$ cat config.mk
export PLATFORM = sky130hd
export DESIGN_NAME = bcd_counter_chain
export DESIGN_NICKNAME = d
export VERILOG_FILES = /design/src/rtl/bcd_counter_chain_pkg.sv /design/src/rtl/bcd_counter_chain_digit.sv /design/src/rtl/bcd_counter_chain.sv
export SDC_FILE = /design/constraint.sdc
export NUM_CORES = 1
export LEC_CHECK = 0
export ABC_AREA = 1
export CAP_MARGIN = 20
export CELL_PAD_IN_SITES_DETAIL_PLACEMENT = 0
export CELL_PAD_IN_SITES_GLOBAL_PLACEMENT = 2
export CORE_ASPECT_RATIO = 2
export CORE_MARGIN = 10
export CORE_UTILIZATION = 25
export CTS_CLUSTER_SIZE = 20
export DETAILED_ROUTE_END_ITERATION = 12
export GPL_TIMING_DRIVEN = 0
export PLACE_DENSITY = 0.94
export SETUP_SLACK_MARGIN = 0.1
export SYNTH_ARGS = -nofsm -noshare
export SYNTH_HDL_FRONTEND = slang
export SYNTH_SLANG_ARGS = --single-unit
export TNS_END_PERCENT = 50
$ cat constraint.sdc
create_clock -name clk -period 3.99 [get_ports clk]
set_clock_uncertainty 0.1 [all_clocks]
set_input_delay 0.798 -clock clk [delete_from_list [all_inputs] [get_ports clk]]
set_output_delay 0.798 -clock clk [all_outputs]
set_load 0.02 [all_outputs]
$ cat src/rtl/bcd_counter_chain_pkg.sv
// ---------------------------------------------------------------------------
// bcd_pkg
// Shared BCD digit type, width constant and clamp helper for the cascaded
// BCD counter chain (bcd_counter_chain / bcd_digit).
// ---------------------------------------------------------------------------
package bcd_pkg;

    localparam int BCD_W = 4;

    typedef logic [BCD_W-1:0] bcd_t;

    localparam bcd_t BCD_MAX = 4'd9;

    // Saturate a loaded nibble to the digit's terminal value. Non-BCD
    // nibbles (A..F) are always above any legal limit, so they clamp too.
    function automatic bcd_t bcd_clamp(input bcd_t val, input bcd_t lim);
        bcd_t res;
        if (val > lim) begin
            res = lim;
        end else begin
            res = val;
        end
        return res;
    endfunction

endpackage

$ cat src/rtl/bcd_counter_chain_digit.sv
// ---------------------------------------------------------------------------
// bcd_digit
// One BCD digit of the counter chain with a programmable terminal value.
// Ports:
//   clk        in   system clock, rising edge
//   reset_n    in   synchronous active-low reset
//   step       in   advance this digit one count this cycle
//   up         in   direction, 1 = increment, 0 = decrement
//   clear      in   synchronous clear to zero
//   load       in   parallel load strobe
//   load_digit in   value to load (clamped to limit)
//   limit      in   terminal value of this digit (1..9)
//   q          out  current digit value
//   at_term    out  digit sits at its terminal value for the current direction
// ---------------------------------------------------------------------------
module bcd_digit
    import bcd_pkg::*;
(
    input  logic             clk,
    input  logic             reset_n,
    input  logic             step,
    input  logic             up,
    input  logic             clear,
    input  logic             load,
    input  logic [BCD_W-1:0] load_digit,
    input  logic [BCD_W-1:0] limit,
    output logic [BCD_W-1:0] q,
    output logic             at_term
);

    bcd_t q_q;
    bcd_t q_d;

    // Next digit value: clear > load > step, otherwise hold.
    always_comb begin
        q_d = q_q;
        if (clear) begin
            q_d = 4'd0;
        end else if (load) begin
            q_d = bcd_clamp(load_digit, limit);
        end else if (step) begin
            if (up) begin
                if (q_q == limit) begin
                    q_d = 4'd0;
                end else begin
                    q_d = q_q + 4'd1;
                end
            end else begin
                if (q_q == 4'd0) begin
                    q_d = limit;
                end else begin
                    q_d = q_q - 4'd1;
                end
            end
        end else begin
            q_d = q_q;
        end
    end

    // Digit state register with synchronous reset.
    always_ff @(posedge clk) begin
        if (!reset_n) begin
            q_q <= 4'd0;
        end else begin
            q_q <= q_d;
        end
    end

    // Terminal detect: the value from which the next step rolls over.
    always_comb begin
        at_term = 1'b0;
        if (up) begin
            at_term = (q_q == limit);
        end else begin
            at_term = (q_q == 4'd0);
        end
    end

    assign q = q_q;

endmodule

$ cat src/rtl/bcd_counter_chain.sv
// ---------------------------------------------------------------------------
// bcd_counter_chain
// Multi-digit cascaded BCD up/down counter with per-digit terminal values,
// parallel load, synchronous clear, terminal-count flag and wrap pulse.
// Optional snapshot register enabled by the macro BCD_LAP_EN.
// Ports:
//   clk       in   system clock, rising edge
//   reset_n   in   synchronous active-low reset
//   enable    in   count-step qualifier
//   up        in   direction, 1 = increment, 0 = decrement
//   clear     in   synchronous clear to zero
//   load      in   parallel load strobe
//   load_val  in   BCD load value, digit 0 in LSBs
//   Q         out  current count, BCD
//   done      out  combinational terminal-count flag
//   wrap      out  registered one-cycle pulse after the chain wraps
//   lap       in   snapshot strobe            (BCD_LAP_EN only)
//   lap_Q     out  snapshot of Q before edge  (BCD_LAP_EN only)
// ---------------------------------------------------------------------------
module bcd_counter_chain
    import bcd_pkg::*;
#(
    parameter int                   DIGITS = 4,
    parameter logic [4*DIGITS-1:0]  LIMITS = 16'h5959
) (
    input  logic                  clk,
    input  logic                  reset_n,
    input  logic                  enable,
    input  logic                  up,
    input  logic                  clear,
    input  logic                  load,
    input  logic [4*DIGITS-1:0]   load_val,
    output logic [4*DIGITS-1:0]   Q,
`ifdef BCD_LAP_EN
    input  logic                  lap,
    output logic [4*DIGITS-1:0]   lap_Q,
`endif
    output logic                  done,
    output logic                  wrap
);

    logic [DIGITS-1:0] at_term_s;
    // carry_s[d] is the step for digit d: enable AND every lower digit at term.
    logic [DIGITS:0]   carry_s;
    logic              wrap_q;
    logic              wrap_d;

    assign carry_s[0] = enable;

    genvar d;
    generate
        for (d = 0; d < DIGITS; d++) begin : g_digit
            bcd_digit u_digit (
                .clk        (clk),
                .reset_n    (reset_n),
                .step       (carry_s[d]),
                .up         (up),
                .clear      (clear),
                .load       (load),
                .load_digit (load_val[BCD_W*d +: BCD_W]),
                .limit      (LIMITS[BCD_W*d +: BCD_W]),
                .q          (Q[BCD_W*d +: BCD_W]),
                .at_term    (at_term_s[d])
            );
            assign carry_s[d+1] = carry_s[d] & at_term_s[d];
        end
    endgenerate

    // Whole chain at its terminal value for the current direction.
    assign done = &at_term_s;

    // Wrap pulse: a step taken while done rolls the whole chain over.
    always_comb begin
        wrap_d = 1'b0;
        if (clear || load) begin
            wrap_d = 1'b0;
        end else if (enable && done) begin
            wrap_d = 1'b1;
        end else begin
            wrap_d = 1'b0;
        end
    end

    // Wrap pulse register.
    always_ff @(posedge clk) begin
        if (!reset_n) begin
            wrap_q <= 1'b0;
        end else begin
            wrap_q <= wrap_d;
        end
    end

    assign wrap = wrap_q;

`ifdef BCD_LAP_EN
    logic [4*DIGITS-1:0] lap_q;

    // Snapshot register: captures Q as it stands before this edge's update.
    always_ff @(posedge clk) begin
        if (!reset_n) begin
            lap_q <= '0;
        end else if (lap) begin
            lap_q <= Q;
        end else begin
            lap_q <= lap_q;
        end
    end

    assign lap_Q = lap_q;
`endif

endmodule

==> metrics.cfg, run 1 <==
[status]
status = finished clean

[floorplan]
die_h_um = 125.8
core_mm2 = 0.005420
io_pins = 40
placementRows = 38
die_area_mm2 = 0.009169
die_x_um = 72.90
initial_core_util_pct = 25.81

[sta]
period_needed_ns = 3.048
clock.fmax_mhz = 328.1
finalSetupTns_ns = 0
hold_viol = 0
worstMarginPinSlew_ns = 0.4686
fin_crit_sh_pct = 76.39
max_slew_margin_pct = 68.76
setup_ws_ns = 0.9419
setup_viol = 0
grt_setup_unrepaired = no
final-max-slew-violation-count = 0

[final_layout]
drive_gt1_share_pct = 4.514
syn2layout_area_growth_pct = 35.78
num_antenna_cells = 0
final_util_pct = 35.04
finalNetCount = 311

[drt]
first_pass_iters = 4
drtIter0Drc = 69
drc = 0
wl_per_cell_um = 13.81
finalWirelength_um = 4805
vias = 1693
ant_nets = 0
vias_per_cell = 4.865

[clock_tree]
clock-sinks = 17
clock_latency_ns = 0.26
cts_resized = 0
cts_hold_buffers = 0
cts_made_buffers = 3
post_cts_buffers = 0
clk_pin_slew_ns = 0.07
ctsLongestPathBuffers = 2
h-tree-depth = 1
ctsRootBufferMaster = clkbuf_8
cts_tree = built

[placement]
dp_slack_ns = 0.9547
port_buffers = 38
place_congestion = 0.7953
dp_hpwl_um = 3922

[worst_setup_path]
end_kind = output port
cp.required_ns = 3.09
r2r_slack_ns = 2.28
path_class = in2out
critPathLaunchType = input pin
cp_max_fo = 8
cp.arrival_ns = 2.15

[global_route]
grt_pass1_wl_um = 7831
grt.overflow.total = 0
grt_max_degree = 11
grt_pass1_vias = 1705
antenna_found_initial = 0
grt_util_all_layers_pct = 10.51

[logic_synthesis]
yosysWarnings = 0
ys_seq_area_share_pct = 24.33
synth_top_area_cell = dfxtp_1
synth_top_area_share_pct = 24.33
synth_area_leaders = dfxtp_1 24%, nand2_1 17%, nand3_1 11%, nor2_1 10%, o21ai_0 7.5%
synthArstFlopShare_pct = 0
synth-seq-cells = 17
synthCells = 246
synth_area_per_cell_um2 = 5.686
synthFlopType = dfxtp_1
synth_edf_count = 0
netlist-cell-type-count = 25
syn-cell-area_mm2 = 0.001399
syn-num-nets = 268

[worst_hold_path]
min_path_type = reg2reg

[power]
vdd_ir_drop_max_uv = 137.9
p_leak_uw = 0.0008283
cellPowerDensity_mw_per_mm2 = 249.8

[flow_run]
drv_cap = 0

==> path summary, 6_finish.rpt <==
path                                   to  depth (start not counted)                    start
setup reg to reg  g_digit[3].u_digit.q[0]                          9  g_digit[0].u_digit.q[0]
setup / recovery                     done                          8                       up
hold / removal    g_digit[0].u_digit.q[3]                          2  g_digit[0].u_digit.q[3]
hold reg to reg   g_digit[0].u_digit.q[3]                          2  g_digit[0].u_digit.q[3]
==> worst max-delay path: stages <==
cell and delay (ns):
buf_6 0.10, inv_1 0.11, nand2_1 0.12, nand2_1 0.08, inv_1 0.08, o21ai_0 0.10, nor2_1 0.13, clkdlybuf4s50_1 0.63
==> cells in the mapped netlist, drive strengths merged, types with 4 or more instances <==
master / instances
nand4: 4
nand2: 64
a21oi: 17
nand3: 31
o21ai: 22
dfxtp: 17
xor2: 5
nor3: 4
inv: 25
buf: 5
nor2: 40
==> cell type report <==
type | count | area, µm²
Multi-Input combinational cell | 197 | 917.1
Tap cell | 60 | 75.07
Inverter | 25 | 93.84
Clock buffer | 4 | 45.04
Sequential cell | 17 | 340.3
Fill cell | 640 | 3521
Buffer | 7 | 47.55
Timing Repair Buffer | 38 | 380.4
==> cell usage in the layout, fill, tap and decap left out, drive strengths merged <==
cell,n
clkbuf,6
a31oi,2
a22oi,1
buf,5
o211a,1
nand2,64
xor2,5
and3,1
inv,25
nand4,4
dfxtp,17
a21oi,17
o21ai,22
o211ai,2
nor3,4
nor2,40
clkdlybuf4s50,38
nand3,31
a21boi,1
o31ai,2
==> registers in the layout (all words and copies together) (netlist names) <==
name / flops
wrap: 1
g_digit.u_digit.q: 16
==> logic make-up after synthesis <==
group	synth area share, %
DFF	24.33
and+or+nand+nor	43.38
xor gates and xnor gates	3.130
AOI/OAI and AO/OA	19.05
buffers and inverters	10.11
==> per-layer routing <==
layer / part of all wire, % / GRT usage (%) / vias up
met3: 3.3 / 1.336 / 5
li1: - / - / 895
met4: 1.7 / 4.944 / 0
met5: 0 / 0 / -
met1: 36 / 9.596 / 764
met2: 59 / 20.97 / 29
==> per-stage QoR <==
stage	power (µW)	hold WS, ns	std cells	area (µm²)
floorplan	282.5	0.4746	246	1399
global placement	344.9	0.4048	344	1854
detailed placement	344.8	0.4113	344	1854
CTS	480.9	0.4229	348	1899
global route	508.1	0.4691	348	1899
finish	474.5	0.4215	348	1899
==> where the power goes <==
| part | internal (µW) | total, µW | leakage, µW | switching (µW) |
|---|---|---|---|---|
| Clock | 71.0 | 135 | 0.0000228 | 63.8 |
| Sequential | 177 | 190 | 0.000139 | 12.7 |
| Combinational | 65.4 | 150 | 0.000667 | 84.3 |
| Total | 314 | 475 | 0.000828 | 161 |
(Power assumes the default switching activity.)
==> run 2, diff against run 1 <==
CORE_UTILIZATION = 21   (was 25)
PLACE_DENSITY = 0.85   (was 0.94)
clock period = 2.49 ns   (was 3.99 ns; I/O delays follow)
==> metrics.cfg, run 2 (synthesis gave the netlist of run 1 again) <==
[flow_run]
drv_cap = 0  ; unchanged

[power]
vdd_ir_drop_max_uv = 226.0  ; +64%
seq_power_share_pct = 34.7  ; -5.3 points
p_leak_uw = 0.0008479  ; +2.4%
swShare_pct = 30.96  ; -2.9 points
p_sw_uw = 272.5  ; +69%
combPwrFrac_pct = 27.8  ; -3.7 points
p_int_uw = 607.6  ; +94%
power_frac_clock_pct = 37.5  ; +9.1 points
cellPowerDensity_mw_per_mm2 = 445.7  ; +78%

[clock_tree]
ctsLongestPathBuffers = 2  ; unchanged
cts_made_buffers = 3  ; unchanged
clock_latency_ns = 0.25  ; about the same
clock-sinks = 17  ; unchanged
cts_tree = built
clk_pin_slew_ns = 0.05  ; -0.02 ns
ctsRootBufferMaster = clkbuf_16
h-tree-depth = 1  ; unchanged

[sta]
worstMarginPinSlew_ns = 0.5007  ; +0.03209 ns
period_needed_ns = 2.221
finalSetupTns_ns = 0  ; unchanged
clock.fmax_mhz = 450.3
final-max-slew-violation-count = 0  ; unchanged
fin_crit_sh_pct = 89.18
grt_setup_unrepaired = no
fin_hold_ws_ns = 0.4238  ; +0.002247 ns
max_slew_margin_pct = 66.62  ; -2.1 points
setup_viol = 0  ; unchanged
hold_viol = 0  ; unchanged

[worst_setup_path]
reg2reg_depth = 9  ; unchanged
cp.arrival_ns = 1.62  ; -0.53 ns
r2r-end = g_digit[3].u_digit.q[1]
timing.rr.start = g_digit[0].u_digit.q[3]
cp.required_ns = 1.89  ; -1.20 ns
crit_slowest_cell = dfxtp_1
cp_cell_sequence = inv_1 -> nor2_2 -> nand2_1 -> nand2_1 -> nand2_1 -> inv_1 -> nand3_1 -> nor2_2 -> buf_4
cp_max_fo = 5  ; -3
cpMostUsedCell = nand2_1
critPathMaxStageDelay_ns = 0.40  ; -0.23 ns
critPathLaunchType = flip-flop
end_kind = output port
r2r_slack_ns = 0.74  ; -1.54 ns
path_class = reg2out

[worst_hold_path]
hp-start = g_digit[0].u_digit.q[3]
hold_path_depth = 2  ; unchanged
min_delay_worst_endpoint = g_digit[0].u_digit.q[3]
min_path_type = reg2reg

[drt]
vias_per_cell = 4.449  ; -8.5%
finalWirelength_um = 5167  ; +7.5%
wl_per_cell_um = 13.74  ; -0.47%
drc = 0  ; unchanged
vias = 1673  ; -1.2%
drtIter0Drc = 53  ; -23%
first_pass_iters = 4  ; unchanged
ant_nets = 0  ; unchanged

[floorplan]
initial_core_util_pct = 21.30  ; -4.5 points
core_mm2 = 0.006569  ; +21%
io_pins = 40  ; unchanged
placementRows = 42  ; +11%
die_x_um = 77.71  ; +6.6%
die_h_um = 135.4  ; +7.7%
die_area_mm2 = 0.01052  ; +15%

[global_route]
grt_util_all_layers_pct = 9.469  ; -1.0 points
grt.overflow.total = 0  ; unchanged
antenna_found_initial = 0  ; unchanged
grt_max_degree = 11  ; unchanged
grt_pass1_wl_um = 8017  ; +2.4%
grt_pass1_vias = 1662  ; -2.5%

[final_layout]
final_common_cell = nand2_1
final_util_pct = 30.06  ; -5.0 points
syn2layout_area_growth_pct = 41.14
nFillCells = 760  ; +19%
largest_register_ff_count = 16  ; unchanged
num_antenna_cells = 0  ; unchanged
drive_gt1_share_pct = 5.556  ; +1.0 points
final_cell_mix = 64 x nand2_1, 37 x nor2_1, 37 x clkdlybuf4s50_1, 30 x nand3_1, 25 x inv_1
finalNetCount = 311  ; unchanged

[placement]
place_congestion = 0.8065  ; +1.4%
port_buffers = 38  ; unchanged
dp_hpwl_um = 4172  ; +6.4%

[status]
status = finished clean

run 2: worst max-delay path by stage:
stage,start,end,cells after the start
final,g_digit[0].u_digit.q[3],done,9
after global routing,g_digit[0].u_digit.q[3],done,9
after CTS,g_digit[2].u_digit.q[0],done,8
after detailed placement,up,done,8
after global placement,up,done,8
after floorplan,g_digit[0].u_digit.q[3],done,8
run 2: power groups by stage:
stage | combinational [µW] | sequential [µW] | clock [µW]
finish | 244 | 306 | 330
detailed placement | 245 | 311 | 0
global placement | 245 | 311 | 0
CTS | 246 | 305 | 342
global route | 271 | 309 | 348
floorplan | 132 | 321 | 0
run 2: final cells by class:
class	count	area, µm²	share of cell area (%)
buffer	7	47.55	2.408
multi-input combinational	197	924.6	46.83
clock buffer	4	78.83	3.992
inverter	25	93.84	4.753
tap	88	110.1	5.577
sequential	17	341.6	17.30
timing repair buffer	38	377.9	19.14
run 2: stage by stage:
| stage | instance area (µm²) | total power [µW] | worst slack (ns) | std cells |
|---|---|---|---|---|
| after CTS | 1969 | 893.6 | 0.1160 | 376 |
| final | 1974 | 880.1 | 0.2694 | 376 |
| after detailed placement | 1889 | 556.3 | 0.04892 | 372 |
| after global routing | 1974 | 928.2 | 0.1201 | 376 |
| after global placement | 1889 | 556.2 | 0.004921 | 372 |
| after floorplan | 1399 | 452.6 | 0.5564 | 246 |
run 2: what timing repair did:
| action | in CTS | in global routing |
|---|---|---|
| hold endpoints to repair | 0 | 0 |
| setup buffers | 0 | 0 |
| setup endpoints to repair | 1 | 1 |
| gates resized for setup | 3 | 5 |
| hold buffers | 0 | 0 |
run 2: layer usage:
| layer | vias up | global-route usage [%] | share of wire [%] |
|---|---|---|---|
| met4 | 0 | 3.367 | 1.8 |
| met2 | 19 | 20.34 | 59 |
| met1 | 754 | 8.291 | 37 |
| met5 | - | 0 | 0 |
| li1 | 896 | - | - |
| met3 | 4 | 1.130 | 1.9 |
run 2: critical path: cells and delay by family (launching register included):
kind,cells,cell delay [ns]
buffers and inverters,3,0.33
AND/OR/NAND/NOR,6,0.66
flip-flops,1,0.40
